**src/rtl/fb_rect_fill.sv**
```systemverilog
// Rectangle-fill engine feeding the framebuffer RAM write port: clips a command
// to the screen and streams one word write per clock, row by row.
module fb_rect_fill #(
  parameter int FB_WIDTH  = 320,
  parameter int FB_HEIGHT = 240,
  parameter int ADDR_W    = 17
) (
  input  logic              clk,
  input  logic              reset,
  input  logic              cmd_valid,
  output logic              cmd_ready,
  input  logic [8:0]        cmd_x,
  input  logic [7:0]        cmd_y,
  input  logic [8:0]        cmd_w,
  input  logic [7:0]        cmd_h,
  input  logic [31:0]       cmd_color,
  output logic              busy,
  output logic              done,
  output logic [ADDR_W-1:0] ram_address,
  output logic [3:0]        ram_byteenable,
  output logic              ram_chipselect,
  output logic              ram_write,
  output logic [31:0]       ram_writedata,
  output logic              ram_clken
);

  typedef enum logic [1:0] {IDLE, SETUP, FILL, DONE} state_t;

  state_t             state;
  logic [8:0]         x_q, w_q, cw_q, col;
  logic [7:0]         y_q, h_q, ch_q, row;
  logic [ADDR_W-1:0]  row_base, addr_q, base_n;
  logic [31:0]        color_q;
  logic               wr_q, done_q;
  logic [8:0]         cw_n;
  logic [7:0]         ch_n;
  logic               empty, last_col, last_row;

  // Extent from start to min(start+len, limit); sums fit in 10 bits.
  function automatic logic [9:0] clip_extent(input logic [9:0] start,
                                             input logic [9:0] len,
                                             input logic [9:0] limit);
    logic [9:0] stop;
    stop = start + len;
    if (stop > limit) stop = limit;
    return stop - start;
  endfunction

  always_comb begin
    cw_n     = 9'(clip_extent({1'b0, x_q}, {1'b0, w_q}, 10'(FB_WIDTH)));
    ch_n     = 8'(clip_extent({2'b0, y_q}, {2'b0, h_q}, 10'(FB_HEIGHT)));
    empty    = (x_q >= 9'(FB_WIDTH)) || (y_q >= 8'(FB_HEIGHT)) ||
               (w_q == 9'd0) || (h_q == 8'd0);
    base_n   = ADDR_W'(y_q) * ADDR_W'(FB_WIDTH);
    last_col = (col == cw_q - 9'd1);
    last_row = (row == ch_q - 8'd1);
  end

  // Control: state, write strobe, done pulse, address and colour
  always_ff @(posedge clk) begin
    if (reset) begin
      state   <= IDLE;
      wr_q    <= 1'b0;
      done_q  <= 1'b0;
      addr_q  <= '0;
      color_q <= '0;
    end else begin
      case (state)
        IDLE: begin
          if (cmd_valid) begin
            state   <= SETUP;
            color_q <= cmd_color;
          end
        end
        SETUP: begin
          if (empty) begin
            state  <= DONE;
            done_q <= 1'b1;
          end else begin
            state  <= FILL;
            wr_q   <= 1'b1;
            addr_q <= base_n + ADDR_W'(x_q);
          end
        end
        FILL: begin
          if (last_col && last_row) begin
            state  <= DONE;
            wr_q   <= 1'b0;
            done_q <= 1'b1;
          end else if (last_col) begin
            addr_q <= row_base + ADDR_W'(FB_WIDTH) + ADDR_W'(x_q);
          end else begin
            addr_q <= addr_q + ADDR_W'(1);
          end
        end
        default: begin
          state  <= IDLE;
          done_q <= 1'b0;
        end
      endcase
    end
  end

  // Datapath: latched command, clipped extents and raster counters
  always_ff @(posedge clk) begin
    case (state)
      IDLE: begin
        if (cmd_valid) begin
          x_q <= cmd_x;
          y_q <= cmd_y;
          w_q <= cmd_w;
          h_q <= cmd_h;
        end
      end
      SETUP: begin
        cw_q     <= cw_n;
        ch_q     <= ch_n;
        row_base <= base_n;
        col      <= 9'd0;
        row      <= 8'd0;
      end
      FILL: begin
        if (last_col) begin
          col      <= 9'd0;
          row      <= row + 8'd1;
          row_base <= row_base + ADDR_W'(FB_WIDTH);
        end else begin
          col <= col + 9'd1;
        end
      end
      default: ;
    endcase
  end

  // Reset masks the strobes in the cycle it is sampled so an abandoned fill
  // commits nothing further to the RAM.
  assign busy           = (state != IDLE);
  assign cmd_ready      = ~busy;
  assign done           = done_q & ~reset;
  assign ram_write      = wr_q & ~reset;
  assign ram_chipselect = wr_q & ~reset;
  assign ram_address    = addr_q;
  assign ram_writedata  = color_q;
  assign ram_byteenable = 4'hF;
  assign ram_clken      = 1'b1;

endmodule

```
**config.mk**
```make
export PLATFORM = sky130hd
export DESIGN_NAME = fb_rect_fill
export DESIGN_NICKNAME = d
export VERILOG_FILES = /design/src/rtl/fb_rect_fill.sv
export SDC_FILE = /design/constraint.sdc
export NUM_CORES = 1
export LEC_CHECK = 0
export BUFFER_PORTS_ARGS = -buffer_cell sky130_fd_sc_hd__buf_2
export CORE_ASPECT_RATIO = 1.75
export CORE_MARGIN = 1
export CORE_UTILIZATION = 30
export DETAILED_ROUTE_END_ITERATION = 8
export HOLD_SLACK_MARGIN = 0.02
export PLACE_DENSITY = 0.56
export SLEW_MARGIN = 20
export SYNTH_ARGS = -nofsm -noshare
export SYNTH_HDL_FRONTEND = slang
export SYNTH_SLANG_ARGS = --single-unit
```
**constraint.sdc**
```tcl
create_clock -name clk -period 8.15 [get_ports clk]
set_clock_uncertainty 0.05 [all_clocks]
set_input_delay 0.815 -clock clk [delete_from_list [all_inputs] [get_ports clk]]
set_output_delay 0.815 -clock clk [all_outputs]
set_load 0.1 [all_outputs]
```
# == Word level (Yosys, flattened, before mapping) ==
# Index checks and enable logic that the tools add are counted.
# totals
in_bits,69
output_inout_bits,59
word_cells,83
latchBits,0
memories,0
reg_bits,138
mem_bits_ro,0
ramBits,0
# classes
order_cmp,4
n_mux,22
mul,1
eq_ne,10
addsub,12
reduce_logical,15
div,0
shift,0
bitwise,5
# op_table
cell,n
17-bit two-way mux,4
17-bit one-hot mux with 2 select lines,2
17-bit by 9-bit adder with 17-bit output,2
9-bit two-way mux,2
9-bit one-hot mux with 2 select lines,1
17-bit by 1-bit adder with 17-bit output (second input constant),1
17-bit by 9-bit adder with 17-bit output (second input constant),1
8-bit two-way mux,2
8-bit one-hot mux with 2 select lines,1
2-bit != test (second input constant),6
8-bit by 3-bit multiplier with 11-bit output (second input constant),1
9-bit by 9-bit adder with 10-bit output,1
10-bit by 9-bit greater-than comparator with 1-bit output (second input constant),1
8-bit by 8-bit adder with 9-bit output,1
9-bit by 1-bit adder with 9-bit output (second input constant),1
9-bit == test,1
9-bit greater-or-equal comparator (second input constant),1
9-bit by 8-bit greater-than comparator with 1-bit output (second input constant),1
9-bit logical NOT,1
3-bit AND reduction,3
9-bit by 1-bit subtractor with 9-bit output (second input constant),1
9-bit subtractor,1
8-bit by 1-bit adder with 8-bit output (second input constant),1
8-bit == test,1
18 further kinds,31

# == Logic depth before layout (Yosys ltp) ==
# logic_depth
depth_word,6
mapped_depth,19

# == Worst setup path after synthesis ==
# Ideal clock, no wire load.
# synth_timing
path_kind,register to register
start,register x_q[1]
end,"register cw_q[8], data pin"
setup_ns,0.258
slack_ns,4.251
stages_incl_launch_ff,17
t_arrival_ns,3.591
cell_sequence,edfxtp_1 -> ha_1 -> a211oi_1 -> o211ai_1 -> a31o_2 -> a21oi_1 -> nand2_1 -> or2_2 -> fa_1 -> nor2b_1 -> o21ai_0 -> nand2b_1 -> a21o_1 -> a21o_1 -> a31oi_1 -> xnor2_1 -> xnor2_1
# synth_via
elab_chain_cells,4
# synth_lines
item,line,source
from (decl),30,"logic [8:0] x_q, w_q, cw_q, col;"
from (signal assigned),109,x_q <= cmd_x;
9-bit by 9-bit adder with 10-bit output,44,stop = start + len;
10-bit by 9-bit greater-than comparator with 1-bit output,45,if (stop > limit) stop = limit;
9-bit two-way mux,45,
9-bit subtractor (*),46,return stop - start;
named net cw_n[8],35,logic [8:0] cw_n;
to (signal assigned),116,cw_q <= cw_n;
to (decl),30,
# Mark *: on every way through the listed nets, which the timed path passes. The rest lies on a longest branch.
# A chain may end at the register's enable or synchronous reset.

# == Final worst setup path ==
# Ends and elaborated chain as after synthesis.

==> flow_summary.yaml <==
route:
  vias_per_cell: 4.97
  postRouteAntennaNets: 0
  wl_per_cell_um: 15.5
  wl_um: 22100
  route.detailed.drc: 0
  drt-initial-drc-count: 417
  routed-via-count: 7073
  drtPass1Iterations: 6
clock_network:
  cts_resized: 0
  ctsRootBufferMaster: "clkbuf_16"
  cts_setup_buffers: 0
  insertion_delay_ns: 0.43
  hold_buffers: 0
  clock-sinks: 132
  cts_buffer_depth: 2
  cts_tree: "done"
  clk_pin_slew_ns: 0.06
  numCtsBuffers: 17
  htreeDepth: 4
logic_synthesis:
  syn-cell-area_um2: 8620
  netlist_top_cells_area: "edfxtp_1 (28%), dfxtp_1 (12%), ha_1 (8.4%), xnor2_1 (5.4%), nand2_1 (4.4%)"
  synth_edf_count: 79
  yosys_most_used_dff: "edfxtp_1"
  syn_inst: 927
  synth_seq_cells: 132
  yosysUniqueCellTypes: 77
  synth_top_area_share_pct: 27.5
  yosysSeqAreaShare_pct: 39.8
  synth_most_common_cell: "nand2_1"
  yosys-top-cells-count: "nand2_1 (102), edfxtp_1 (79), a21oi_1 (75), nor2_1 (75), ha_1 (58)"
  avgSynthCellArea_um2: 9.30
  yosysWarnings: 0
  synth_top_area_cell: "edfxtp_1"
  async_reset_ff_share_pct: 0
finish:
  postLayoutCellArea_um2: 10200
  area_growth_pct: 18.0
  drive_gt1_share_pct: 17.7
  final_util_pct: 36.2
  nets: 1171
  diodes: 0
die:
  rows: 81
  start_util_pct: 30.7
  pin_count: 128
  die_w_um: 130
  die_y_um: 226
  die-area_um2: 29400
  design.core.area_um2: 28100
timing:
  fmax_mhz: 225
  tightest_slew_ns: 1.07
  finalSetupTns_ns: 0
  min_period_over_period_pct: 54.5
  rsz0062_at_grt: "no"
  fin_crit_ns: 4.44
  drv_slew: 0
  setup_viol: 0
  hold_violations: 0
  slew_headroom_pct: 28.8
setup_path:
  rr_worst_depth: 16
  crit_arrival_ns: 4.57
  cp-start-kind: "register"
  cp_max_fo: 7
  cp-end-kind: "register"
  reg2reg_to: "cw_q[8]$_DFFE_PP_"
  rrSetupSlack_ns: 3.71
  r2r-start: "x_q[1]$_DFFE_PP_"
  cp.required_ns: 8.27
  critical_path_class: "register to register"
power:
  vdd_drop_max_mv: 0.235
  power.density_nw_per_um2: 475
  internal_power_w: 0.00247
  switching_share_pct: 49.0
  p_switching_w: 0.00237
  seq_power_share_pct: 27.1
  leakage_nw: 4.15
  combPwrFrac_pct: 57.1
  power_frac_clock_pct: 15.8
  totalPowerFinal_w: 0.00484
status:
  status: "complete, no violations"
global_routing:
  grt_pass1_vias: 7092
  antenna_found_initial: 0
  grt_pass1_wl_um: 35300
  overflow: 0
  grt.total_usage_pct: 15.6
  grt_max_degree: 67
place:
  gp_congestion: 0.830
  port_buffers: 122
  placed_cell_area_um2: 9570
  hpwl_um: 16900
flow_run:
  drv_cap: 0
hold_path:
  hp-start: "ram_writedata[18]$_SDFFE_PP0P_"
  worstHoldEndpoint: "ram_writedata[18]$_SDFFE_PP0P_"
  min_path_type: "register to register"
  hold_path_depth: 2
[worst max path at each step]
stage | slack [ns] | depth (start not counted) | to | start
after floorplan | 4.25 | 16 | cw_q[8]$_DFFE_PP_ | x_q[1]$_DFFE_PP_
after global placement | 3.80 | 16 | cw_q[8]$_DFFE_PP_ | x_q[1]$_DFFE_PP_
after detailed placement | 3.70 | 16 | cw_q[8]$_DFFE_PP_ | x_q[1]$_DFFE_PP_
after CTS | 3.69 | 16 | cw_q[8]$_DFFE_PP_ | x_q[1]$_DFFE_PP_
after global routing | 3.26 | 16 | cw_q[8]$_DFFE_PP_ | x_q[1]$_DFFE_PP_
final | 3.71 | 16 | cw_q[8]$_DFFE_PP_ | x_q[1]$_DFFE_PP_
[state kept, by name (all words and copies together), names as in the netlist, 9 cells and up]
name	flops
col	9
cw_q	9
ram_address	17
ram_writedata	32
row_base	11
w_q	9
x_q	9
[layout by cell type, fill, tap and decap left out, types with 4 or more instances in the layout]
master	count
buf_2	122
nand2_1	102
edfxtp_1	79
nor2_1	75
a21oi_1	75
ha_1	58
inv_1	54
xnor2_1	53
dfxtp_1	53
xor2_1	40
nand3_1	30
o21ai_0	28
clkbuf_16	20
nor2b_1	17
a21o_1	14
nor3_1	14
mux2i_1	13
a211oi_1	12
nand2b_1	12
and3_1	9
a31oi_1	9
o2111ai_1	8
nand4_1	8
nor4_1	8
fa_1	7
o211ai_1	6
or2_2	6
o32ai_1	6
buf_4	6
nand3b_1	5
nor3b_1	5
mux2_2	5
a211o_1	5
conb_1	5
o21bai_1	4
nor4b_1	4
[metrics by stage]
stage	hold slack, ns	std cells	worst slack [ns]
floorplan	0.399	931	4.25
detailed placement	0.393	1391	3.70
global route	0.419	1423	3.26
CTS	0.401	1423	3.69
global placement	0.389	1391	3.80
finish	0.403	1423	3.71
[cells by family after synthesis]
| group | share of synthesized area (%) |
|---|---|
| flip-flops | 39.8 |
| AO/OA/AOI/OAI | 15.6 |
| AND/OR/NAND/NOR | 18.3 |
| other | 0.0435 |
| buffers and inverters | 4.57 |
| adder cells (fa/ha/maj) | 10.0 |
| XOR/XNOR | 9.45 |
| multiplexers | 2.16 |
[final cells by class]
| type | instances | area (um2) |
|---|---|---|
| fill | 2852 | 17900 |
| multi-input combinational | 703 | 4810 |
| sequential | 132 | 3430 |
| timing repair buffer | 128 | 656 |
| clock buffer | 25 | 541 |
| tap | 373 | 467 |
| inverter | 55 | 206 |
| clock inverter | 7 | 53.8 |
[power groups by stage]
| stage | clock network [W] | registers, W | logic [W] |
|---|---|---|---|
| floorplan | 0 | 0.00165 | 0.00183 |
| global placement | 0 | 0.00132 | 0.00273 |
| detailed placement | 0 | 0.00133 | 0.00276 |
| CTS | 0.000783 | 0.00131 | 0.00278 |
| global route | 0.000809 | 0.00135 | 0.00303 |
| finish | 0.000763 | 0.00131 | 0.00276 |
[routing by layer]
metal | global-route usage (%) | vias up | share of wire, %
met2 | 27.9 | 183 | 52
met4 | 9.49 | 0 | 4.3
met1 | 16.6 | 3319 | 40
met3 | 3.09 | 36 | 4.2
li1 | - | 3535 | -
met5 | 0 | - | 0
[worst max-delay path, cell delays in order (launching register included)]
cell and delay (ns):
edfxtp_1 0.46, ha_1 0.33, a211oi_1 0.47, o211ai_1 0.22
a31o_2 0.27, a21oi_1 0.38, nand2_1 0.23, or2_2 0.35
fa_1 0.45, nor2b_1 0.12, o21ai_0 0.09, nand2b_1 0.12
a21o_1 0.13, a21o_1 0.13, a31oi_1 0.11, xnor2_1 0.15
xnor2_1 0.14
Power figures use the tool's default switching activity.
